[src/rtl/ahb_result_pkg.sv]
// Shared definitions for the AHB result port: register offsets, AHB
// encodings, result FSM states and bus data-phase states.
package ahb_result_pkg;

  localparam logic [4:0] OFF_EXPECT  = 5'h00;
  localparam logic [4:0] OFF_STATUS  = 5'h04;
  localparam logic [4:0] OFF_RESULT  = 5'h08;
  localparam logic [4:0] OFF_WCOUNT  = 5'h0C;
  localparam logic [4:0] OFF_SCRATCH = 5'h10;

  localparam logic [1:0] HTRANS_IDLE   = 2'b00;
  localparam logic [1:0] HTRANS_BUSY   = 2'b01;
  localparam logic [1:0] HTRANS_NONSEQ = 2'b10;
  localparam logic [1:0] HTRANS_SEQ    = 2'b11;

  localparam logic HRESP_OKAY  = 1'b0;
  localparam logic HRESP_ERROR = 1'b1;

  localparam logic [2:0] HSIZE_WORD = 3'b010;

  typedef enum logic [1:0] {
    ST_RUN  = 2'd0,
    ST_PASS = 2'd1,
    ST_FAIL = 2'd2,
    ST_TOUT = 2'd3
  } result_state_e;

  typedef enum logic [2:0] {
    PH_IDLE = 3'd0,
    PH_WAIT = 3'd1,
    PH_DATA = 3'd2,
    PH_ERR1 = 3'd3,
    PH_ERR2 = 3'd4
  } bus_phase_e;

  function automatic logic is_read_only(input logic [4:0] off);
    return (off == OFF_STATUS) || (off == OFF_WCOUNT);
  endfunction

endpackage

[src/rtl/ahb_result_if.sv]
// AHB-Lite slave-side signal bundle for the result port.
interface ahb_result_if;
  logic        HSEL;
  logic [31:0] HADDR;
  logic [1:0]  HTRANS;
  logic        HWRITE;
  logic [2:0]  HSIZE;
  logic [31:0] HWDATA;
  logic        HREADY;
  logic [31:0] HRDATA;
  logic        HREADYOUT;
  logic        HRESP;

  modport master (
    output HSEL, HADDR, HTRANS, HWRITE, HSIZE, HWDATA, HREADY,
    input  HRDATA, HREADYOUT, HRESP
  );

  modport slave (
    input  HSEL, HADDR, HTRANS, HWRITE, HSIZE, HWDATA, HREADY,
    output HRDATA, HREADYOUT, HRESP
  );
endinterface

[src/rtl/ahb_result_watchdog.sv]
// Free-running watchdog for the result port: counts enabled cycles and
// flags expiry when the count reaches LIMIT-1.
module result_watchdog #(
  parameter logic [19:0] LIMIT = 20'd100000
) (
  input  logic clk,
  input  logic rst_n,
  input  logic en,
  input  logic clr,
  output logic expired
);

  logic [19:0] count_q;

  // Cycle counter; clear has priority over enable.
  always_ff @(posedge clk or negedge rst_n) begin
    if (!rst_n)      count_q <= '0;
    else if (clr)    count_q <= '0;
    else if (en)     count_q <= count_q + 20'd1;
  end

  assign expired = en && (count_q == LIMIT - 20'd1);

endmodule

[src/rtl/ahb_result_port.sv]
// AHB-Lite test result port: EXPECT/STATUS/RESULT/WCOUNT/SCRATCH window,
// pass/fail/timeout FSM and watchdog.
// Optional build macro RESULT_PORT_WAIT_EN: one wait state per valid transfer.
//
// state | meaning
// RUN   | test running, watchdog counting
// PASS  | RESULT matched EXPECT (terminal)
// FAIL  | RESULT differed from EXPECT (terminal)
// TOUT  | watchdog expired before any RESULT write (terminal)
module ahb_result_port
  import ahb_result_pkg::*;
#(
  parameter logic [31:0] BASE_ADDR      = 32'h0000_0050,
  parameter logic [31:0] EXPECT_RESET   = 32'h2FFF_FFFE,
  parameter logic [19:0] TIMEOUT_CYCLES = 20'd100000
) (
  input  logic         HCLK,
  input  logic         HRESETn,
  ahb_result_if.slave  bus,
  output logic         done,
  output logic         pass,
  output logic         timeout
);

`ifdef RESULT_PORT_WAIT_EN
  localparam bus_phase_e PH_ACCEPT = PH_WAIT;
`else
  localparam bus_phase_e PH_ACCEPT = PH_DATA;
`endif

  bus_phase_e    phase_q, phase_d;
  result_state_e state_q, state_d;
  logic [4:0]    dp_off_q;
  logic          dp_write_q;
  logic [31:0]   expect_q, scratch_q, wcount_q;
  logic [31:0]   addr_off;
  logic          addr_trans, addr_open, addr_valid, addr_err;
  logic          wr_commit, result_wr, wd_expired;

  // Address-phase qualification; illegal accesses are flagged here so the
  // data phase never touches a register on error.
  assign addr_off   = bus.HADDR - BASE_ADDR;
  assign addr_trans = (bus.HTRANS == HTRANS_NONSEQ) || (bus.HTRANS == HTRANS_SEQ);
  assign addr_open  = (phase_q == PH_IDLE) || (phase_q == PH_DATA) || (phase_q == PH_ERR2);
  assign addr_valid = bus.HSEL && bus.HREADY && addr_trans && addr_open;
  assign addr_err   = (addr_off > 32'(OFF_SCRATCH)) || (addr_off[1:0] != 2'b00) ||
                      (bus.HSIZE != HSIZE_WORD) ||
                      (bus.HWRITE && is_read_only(addr_off[4:0]));

  // Data-phase sequencing: wait state (optional), data, or two-cycle error.
  always_comb begin
    phase_d = phase_q;
    case (phase_q)
      PH_WAIT: phase_d = PH_DATA;
      PH_ERR1: phase_d = PH_ERR2;
      default: begin
        if (addr_valid) phase_d = addr_err ? PH_ERR1 : PH_ACCEPT;
        else            phase_d = PH_IDLE;
      end
    endcase
  end

  // Bus phase register and captured address-phase attributes.
  always_ff @(posedge HCLK or negedge HRESETn) begin
    if (!HRESETn) begin
      phase_q    <= PH_IDLE;
      dp_off_q   <= '0;
      dp_write_q <= 1'b0;
    end else begin
      phase_q <= phase_d;
      if (addr_valid) begin
        dp_off_q   <= addr_off[4:0];
        dp_write_q <= bus.HWRITE;
      end
    end
  end

  assign bus.HREADYOUT = !((phase_q == PH_WAIT) || (phase_q == PH_ERR1));
  assign bus.HRESP     = ((phase_q == PH_ERR1) || (phase_q == PH_ERR2)) ? HRESP_ERROR : HRESP_OKAY;
  assign wr_commit     = (phase_q == PH_DATA) && dp_write_q;
  assign result_wr     = wr_commit && (dp_off_q == OFF_RESULT);

  // Read mux, only driven during a valid read data phase.
  always_comb begin
    bus.HRDATA = '0;
    if (((phase_q == PH_DATA) || (phase_q == PH_WAIT)) && !dp_write_q) begin
      case (dp_off_q)
        OFF_EXPECT:  bus.HRDATA = expect_q;
        OFF_STATUS:  bus.HRDATA = {28'b0, timeout, (state_q == ST_FAIL), pass, done};
        OFF_WCOUNT:  bus.HRDATA = wcount_q;
        OFF_SCRATCH: bus.HRDATA = scratch_q;
        default:     bus.HRDATA = '0;
      endcase
    end
  end

  // Register file writes commit at the end of the ready data phase.
  always_ff @(posedge HCLK or negedge HRESETn) begin
    if (!HRESETn) begin
      expect_q  <= EXPECT_RESET;
      scratch_q <= '0;
      wcount_q  <= '0;
    end else if (wr_commit) begin
      wcount_q <= wcount_q + 32'd1;
      if (dp_off_q == OFF_EXPECT)  expect_q  <= bus.HWDATA;
      if (dp_off_q == OFF_SCRATCH) scratch_q <= bus.HWDATA;
    end
  end

  // Result FSM next state; a RESULT write beats a same-cycle expiry.
  always_comb begin
    state_d = state_q;
    if (state_q == ST_RUN) begin
      if (result_wr)       state_d = (bus.HWDATA == expect_q) ? ST_PASS : ST_FAIL;
      else if (wd_expired) state_d = ST_TOUT;
    end
  end

  // Result FSM state and registered status outputs.
  always_ff @(posedge HCLK or negedge HRESETn) begin
    if (!HRESETn) begin
      state_q <= ST_RUN;
      done    <= 1'b0;
      pass    <= 1'b0;
      timeout <= 1'b0;
    end else begin
      state_q <= state_d;
      done    <= (state_d != ST_RUN);
      pass    <= (state_d == ST_PASS);
      timeout <= (state_d == ST_TOUT);
    end
  end

  result_watchdog #(.LIMIT(TIMEOUT_CYCLES)) u_watchdog (
    .clk     (HCLK),
    .rst_n   (HRESETn),
    .en      (state_q == ST_RUN),
    .clr     (state_q != ST_RUN),
    .expired (wd_expired)
  );

endmodule

[src/flat_wrapper.sv]
// flat-port wrapper written by rule: the top's interface ports become plain ports
module ahb_result_port_flat import ahb_result_pkg::*;
#(
  parameter logic [31:0] BASE_ADDR      = 32'h0000_0050,
  parameter logic [31:0] EXPECT_RESET   = 32'h2FFF_FFFE,
  parameter logic [19:0] TIMEOUT_CYCLES = 20'd100000
)
  (HCLK, HRESETn, done, pass, timeout, bus_HSEL, bus_HADDR, bus_HTRANS, bus_HWRITE, bus_HSIZE, bus_HWDATA, bus_HREADY, bus_HRDATA, bus_HREADYOUT, bus_HRESP);
  ahb_result_if bus_i ();
  input  logic HCLK;
  input  logic HRESETn;
  output logic done;
  output logic pass;
  output logic timeout;
  input wire logic [$bits(bus_i.HSEL)-1:0] bus_HSEL;
  input wire logic [$bits(bus_i.HADDR)-1:0] bus_HADDR;
  input wire logic [$bits(bus_i.HTRANS)-1:0] bus_HTRANS;
  input wire logic [$bits(bus_i.HWRITE)-1:0] bus_HWRITE;
  input wire logic [$bits(bus_i.HSIZE)-1:0] bus_HSIZE;
  input wire logic [$bits(bus_i.HWDATA)-1:0] bus_HWDATA;
  input wire logic [$bits(bus_i.HREADY)-1:0] bus_HREADY;
  output wire logic [$bits(bus_i.HRDATA)-1:0] bus_HRDATA;
  output wire logic [$bits(bus_i.HREADYOUT)-1:0] bus_HREADYOUT;
  output wire logic [$bits(bus_i.HRESP)-1:0] bus_HRESP;
  assign bus_i.HSEL = bus_HSEL;
  assign bus_i.HADDR = bus_HADDR;
  assign bus_i.HTRANS = bus_HTRANS;
  assign bus_i.HWRITE = bus_HWRITE;
  assign bus_i.HSIZE = bus_HSIZE;
  assign bus_i.HWDATA = bus_HWDATA;
  assign bus_i.HREADY = bus_HREADY;
  assign bus_HRDATA = bus_i.HRDATA;
  assign bus_HREADYOUT = bus_i.HREADYOUT;
  assign bus_HRESP = bus_i.HRESP;
  ahb_result_port #(.BASE_ADDR(BASE_ADDR), .EXPECT_RESET(EXPECT_RESET), .TIMEOUT_CYCLES(TIMEOUT_CYCLES)) u_core (.HCLK(HCLK), .HRESETn(HRESETn), .bus(bus_i), .done(done), .pass(pass), .timeout(timeout));
endmodule
[config.mk]
export PLATFORM = sky130hd
export DESIGN_NAME = ahb_result_port_flat
export DESIGN_NICKNAME = d
export VERILOG_FILES = /design/src/rtl/ahb_result_pkg.sv /design/src/rtl/ahb_result_if.sv /design/src/rtl/ahb_result_watchdog.sv /design/src/rtl/ahb_result_port.sv /design/src/flat_wrapper.sv
export SDC_FILE = /design/constraint.sdc
export NUM_CORES = 1
export LEC_CHECK = 0
export BUFFER_PORTS_ARGS = -buffer_cell sky130_fd_sc_hd__buf_4
export CAP_MARGIN = 40
export CORE_ASPECT_RATIO = 1.2
export CORE_MARGIN = 2
export CORE_UTILIZATION = 27
export CTS_CLUSTER_DIAMETER = 80
export DETAILED_ROUTE_END_ITERATION = 6
export PLACE_DENSITY = 0.46
export SYNTH_ARGS = -nofsm -noshare
export SYNTH_HDL_FRONTEND = slang
export SYNTH_SLANG_ARGS = --single-unit
[constraint.sdc]
create_clock -name HCLK -period 2.1 [get_ports HCLK]
set_input_delay 0.42 -clock HCLK [delete_from_list [all_inputs] [get_ports HCLK]]
set_output_delay 0.42 -clock HCLK [all_outputs]
set_load 0.05 [all_outputs]
---- Word level (Yosys, flattened, before mapping) ----
Index checks and enable logic that the tools add are counted.
word-level totals
  register bits ........................... 130
  latch bits .............................. 0
  memory bits (writable) .................. 0
  ROM bits ................................ 0
  input port bits ......................... 74
  output and inout bits ................... 37
  logic and storage cells ................. 74
  memories kept ........................... 0
operators by class
  $add $sub $neg .......................... 3
  multiply operators ...................... 0
  divide/modulo/power cells ............... 0
  $lt $le $gt $ge ......................... 1
  equal/unequal tests ..................... 18
  shift-type cells ........................ 0
  mux-type cells .......................... 12
  bitwise logic cells ..................... 0
  reduce and logical (&&, ||, !) cells .... 29
operators with widths
  kind                     count
  $pmux W32 S4             1
  $mux W20                 2
  $add A32 B1 Y32 const B  1
  $eq A32 B32 Y1           1
  $gt A32 B5 Y1 const B    1
  $mux W32                 1
  $sub A32 B7 Y32 const B  1
  $add A20 B1 Y20 const B  1
  $eq A20 B17 Y1 const B   1
  $eq A5 B4 Y1 const B     3
  $eq A5 B3 Y1 const B     2
  $logic_or A1 B1 Y1       10
  $eq A2 B2 Y1 const B     4
  $logic_and A1 B1 Y1      8
  $mux W2                  4
  $reduce_bool A2 Y1       4
  $eq A3 B2 Y1 const B     2
  $pmux W3 S2              1
  $eq A5 B5 Y1 const B     1
  $logic_not A5 Y1         1
  $reduce_and A2 Y1        2
  $eq A3 B1 Y1 const B     1
  $eq A3 B3 Y1 const B     1
  $logic_not A3 Y1         1
  6 further kinds          8

---- Logic depth before layout (Yosys ltp) ----
  word-level depth ........................ 8
  gate-level depth with buffers ........... 6
  depth with buffers taken out ............ 6

---- By module ----
A second synthesis with hierarchy kept.
second synthesis, totals
  cell total of the unflattened synthesis .. 606
  area total of the unflattened synthesis .. 6835.3 um2
modules (own cells, without submodules)
  module           times used  cells an instance  area an instance (um2)  seq. area each (um2)
  ahb_result_port  1           495                5778.0                  2787.7
  result_watchdog  1           111                1057.3                  500.5

---- Least setup slack after synthesis ----
OpenSTA, ideal clock, no wires.
  path kind ............................... register to output
  start ................................... register u_core.dp_off_q[1]
  end ..................................... output bus_HRDATA[1]
  data arrival time ....................... 1.944 ns
  data required time ...................... 1.680 ns
  setup slack ............................. -0.264 ns
  stages on the path, launching flop included .. 7
  path buffers ............................ 1
  cells stage by stage .................... dfrtp_1 -> nor2_1 -> nand3b_1 -> nor2_1 -> clkbuf_1 -> a222oi_1 -> nor2_1
between the ends
  word-level cells in the longest chain between the ends .. 3
  elaborated cells between the ends (all ways) .. 6
  those cells by class .................... eq/ne: 3; mux: 2; reduce/logical: 1
ends and longest elaborated chain
  item                                        line                   text
  start, declared                             ahb_result_port.sv:33  logic [4:0] dp_off_q;
  start signal, assigned                      ahb_result_port.sv:72  dp_off_q <= addr_off[4:0];
  $eq A5 B5 Y1, or another cell as far along  ahb_result_port.sv:87  case (dp_off_q)
  $pmux W32 S4 *                              ahb_result_port.sv:87
  $mux W32 *                                  ahb_result_port.sv:86  if (((phase_q == PH_DATA) || (phase_q == PH_WAIT)) && !dp_write_q) begin
  end, declared                               flat_wrapper.sv:22     output wire logic [$bits(bus_i.HRDATA)-1:0] bus_HRDATA;
Every way passes the cells marked *; elsewhere a longest branch is shown, timed or not.

---- Worst setup path in the final report ----
  start ................................... register u_core.dp_off_q[0]
  end ..................................... output bus_HRDATA[3]
The elaborated chain is that of the path after synthesis.

==> results.py <==
metrics = {
    "die": {
        "die_x_um": 148,
        "fp-row-count": 63,
        "start_util": 0.273,
        "die_h_um": 176,
        "die_area_um2": 26100,
        "core_um2": 24500,
        "ios": 111,
    },
    "clocking": {
        "numClockSinks": 130,
        "clkLatencyLatePin_ns": 0.42,
        "cts-root-buf": "clkbuf_16",
        "path_clk_slew_ns": 0.06,
        "cts_made_buffers": 17,
        "cts_buffer_depth": 2,
        "cts_tree": "built",
        "htree_levels": 4,
    },
    "worst_setup_path": {
        "path_max_fanout": 5,
        "critPathCaptureType": "primary output",
        "r2r_end": "u_core.expect_q[0]$_DFFE_PN0P_",
        "cpPeakStageDelay_ns": 0.45,
        "crit_type": "reg -> out",
        "critical_path_cell_count": 8,
        "cp-start-kind": "register",
        "critical_path_buf_inv_count": 3,
        "required_ns": 1.68,
        "cpMaxStageDelayCell": "dfrtp_2",
        "critical_path.top_delay_family": "simple AND/OR/NAND/NOR gates",
        "r2r_slack_ns": 0.09,
        "rr_worst_depth": 6,
        "regToRegStartpoint": "u_core.dp_off_q[1]$_DFFE_PN0P_",
        "critPathArrivalTime_ns": 2.00,
        "crit_path_cell_trace": "nor2_4, nand3b_1, nor2_4, buf_12, buf_12, a222oi_1, nor2_2, buf_6",
    },
    "worst_hold_path": {
        "min_path_type": "in -> reg",
        "hp-start": "bus_HADDR[4]",
        "min_to": "u_core.dp_off_q[4]$_DFFE_PN0P_",
        "whs_path_depth": 2,
    },
    "yosys": {
        "ys_ff_latch": 130,
        "netlist_area_um2": 6690,
        "ys_types": 50,
        "yosysTopAreaCellShare": 0.381,
        "synth.avg_cell_area_um2": 11.3,
        "async_flop_share": 1.00,
        "yosys_warnings": 0,
        "synthCells": 590,
        "synthFlopType": "dfrtp_1",
        "synth_area_leaders": "dfrtp_1 (38%), mux2_2 (17%), dfstp_2 (11%)",
        "synth_area_leader_cell": "dfrtp_1",
        "ys_seq_area_frac": 0.491,
        "syn-num-nets": 666,
        "synth_enable_flop_cells": 0,
    },
    "cells_and_area": {
        "area_growth_pct": 36.9,
        "antenna_cells": 0,
        "multiInputGateArea_um2": 3420,
        "seqCellArea_um2": 3290,
        "postLayoutCoreUtil": 0.374,
        "nFillCells": 2365,
        "drive_gt1_frac": 0.503,
        "fin_nets": 803,
        "final_cells": 1065,
    },
    "place": {
        "place_congestion": 0.822,
        "port_buffers": 109,
        "place_inst": 1027,
        "hpwl_mm": 13.5,
        "dp_worst_setup_slack_ns": 0.0232,
    },
    "global_route": {
        "grt_max_degree": 45,
        "grtUsageTotal": 0.145,
        "grt_pass1_vias": 5293,
        "use_met3": 0.0426,
        "antenna_found_initial": 0,
        "grt-ovfl-total": 0,
        "grt_pass1_wl_mm": 29.0,
        "grt_use_met1": 0.176,
        "busiest_layer": "met2",
        "grt_use_met2": 0.249,
    },
    "sta": {
        "setup-tns-final_ns": -8.34,
        "setup_slack_ns": -0.324,
        "clock_skew_ns": 0.0110,
        "finalMaxSlewViolations": 0,
        "rsz0062_at_grt": "yes",
        "setup_viol_count_final": 32,
        "fin_crit_sh": 1.15,
        "max_freq_ghz": 0.413,
        "post-route-min-period_ns": 2.42,
        "hold_viol": 0,
        "slew_headroom": 0.640,
        "worst_slew_pin_slew_ns": 0.541,
    },
    "job": {
        "maxCapViolCount": 0,
    },
    "route": {
        "remaining_drc_errors": 0,
        "vias": 4952,
        "routedWlPerCell_um": 17.4,
        "drtIter0Drc": 169,
        "finalWirelength_mm": 18.6,
        "drtPass1Iterations": 4,
        "via_per_inst": 4.65,
        "ant_nets": 0,
    },
    "pwr": {
        "p_leak_nw": 3.76,
        "irDropWorstVdd_mv": 0.528,
        "p_total_mw": 8.41,
        "p_per_area_nw_per_um2": 918,
    },
    "outcome": {
        "violations": "negative setup slack",
        "status": "complete, but fails checks",
    },
}
-- cells in the final DEF, fill, tap and decap left out, types with 2 or more instances in the layout --
cell type,synthesis,routed
a22oi_2,0,16
buf_12,0,11
and4_1,4,4
nor2_4,0,2
ha_1,2,2
and3_1,11,11
mux2_2,100,100
nor2_1,70,35
nand3_1,14,14
dfrtp_1,102,98
buf_4,4,94
nor3_1,10,10
nor2_2,0,33
or2_2,3,3
inv_6,0,2
mux2_1,2,2
clkbuf_1,15,2
nand4_1,20,20
nand4b_1,2,2
dfstp_2,28,28
clkinv_2,0,3
a21oi_1,5,5
dfrtp_2,0,4
nand2_1,21,21
a22oi_1,28,12
nor4b_1,2,2
clkinv_4,0,3
nor4_1,11,11
a222oi_1,3,3
xnor2_1,57,57
inv_1,12,11
xor2_1,23,23
and4_2,2,2
or3_1,3,3
clkbuf_16,0,19
buf_6,1,35
o21ai_0,7,7
bufinv_16,0,3
nand2b_1,2,2
-- cell families after synthesis --
logic type | after synthesis | synth area share
buffers and inverters | 38 | 0.0284
adder cells (fa/ha/maj) | 2 | 0.00374
flip-flops | 130 | 0.491
AND/OR/NAND/NOR | 185 | 0.143
XOR/XNOR | 80 | 0.105
AO/OA/AOI/OAI | 53 | 0.0574
multiplexers | 102 | 0.172
-- worst max path at each step --
stage | from | end | slack [ns]
finish | u_core.dp_off_q[0]$_DFFE_PN0P_ | bus_HRDATA[3] | -0.32
global placement | u_core.dp_off_q[1]$_DFFE_PN0P_ | bus_HRDATA[30] | 0.05
floorplan | u_core.dp_off_q[4]$_DFFE_PN0P_ | bus_HRDATA[10] | -0.08
CTS | u_core.dp_off_q[1]$_DFFE_PN0P_ | bus_HRDATA[3] | -0.36
global route | u_core.dp_off_q[2]$_DFFE_PN0P_ | bus_HRDATA[3] | -0.40
detailed placement | u_core.dp_off_q[1]$_DFFE_PN0P_ | bus_HRDATA[30] | 0.02
-- where the power goes --
group          leakage [nW]  internal (mW)  switching [mW]
logic                  1.86           1.01           0.908
registers              1.61           3.06           0.383
clock network         0.295           1.90            1.15
total                  3.76           5.97            2.44
-- through the flow --
| step | cell area, um2 | hold WS (ns) |
|---|---|---|
| CTS | 8970 | 0.203 |
| finish | 9160 | 0.219 |
| floorplan | 6780 | 0.124 |
| detailed placement | 8210 | 0.325 |
| global route | 9160 | 0.210 |
| global placement | 8210 | 0.322 |
-- sequential cells by signal, indices dropped and copies added, names as in the netlist --
register                   cells
u_core.done                    1
u_core.dp_off_q                5
u_core.dp_write_q              1
u_core.expect_q               32
u_core.pass                    1
u_core.phase_q                 3
u_core.scratch_q              32
u_core.state_q                 2
u_core.timeout                 1
u_core.u_watchdog.count_q     20
u_core.wcount_q               32
-- routing by layer --
metal  routed length [um]  vias to the layer above
met4                  281                        0
met3                  836                       17
li1                     -                     2378
met2                 9630                       75
met1                 7810                     2482
met5                    0                        -
-- synth_stat cells, types with 2 or more instances --
master and count:
inv_1 12, nand4b_1 2, nor4b_1 2, xor2_1 23, and4_2 2, clkbuf_1 15, mux2_2 100, or2_2 3
nand2_1 21, nand3_1 14, and3_1 11, a21oi_1 5, nand4_1 20, nor4_1 11, nor3_1 10, clkbuf_8 2
dfstp_2 28, nand2b_1 2, or3_1 3, ha_1 2, and4_1 4, a211oi_1 2, dfrtp_1 102, a22oi_1 28
a222oi_1 3, buf_2 3, mux2_1 2, o21ai_0 7, nor2_1 70, o22ai_1 2, xnor2_1 57, buf_4 4
-- worst reg2reg max path, delay by kind of cell (launching register included) --
| family | cells | cell delay [ns] |
|---|---|---|
| buffers and inverters | 2 | 0.49 |
| AND/OR/NAND/NOR | 3 | 0.59 |
| multiplexers | 1 | 0.37 |
| flip-flops | 1 | 0.45 |
-- final cells by class --
type / instances / area share
sequential: 130 / 0.359
inverter: 12 / 0.00492
clock inverter: 12 / 0.0171
multi-input combinational: 422 / 0.373
clock buffer: 20 / 0.0487
tap: 325 / 0.0444
timing repair buffer: 144 / 0.152
-- timing repair --
action	4_1_cts	5_1_grt
endpoints found under the hold margin	9	0
resized for setup	41	26
setup buffers	0	3
endpoints found under the setup margin	32	34
gates cloned	0	2
hold buffers	1	0
pin swaps	2	16
Power figures use the tool's default switching activity.
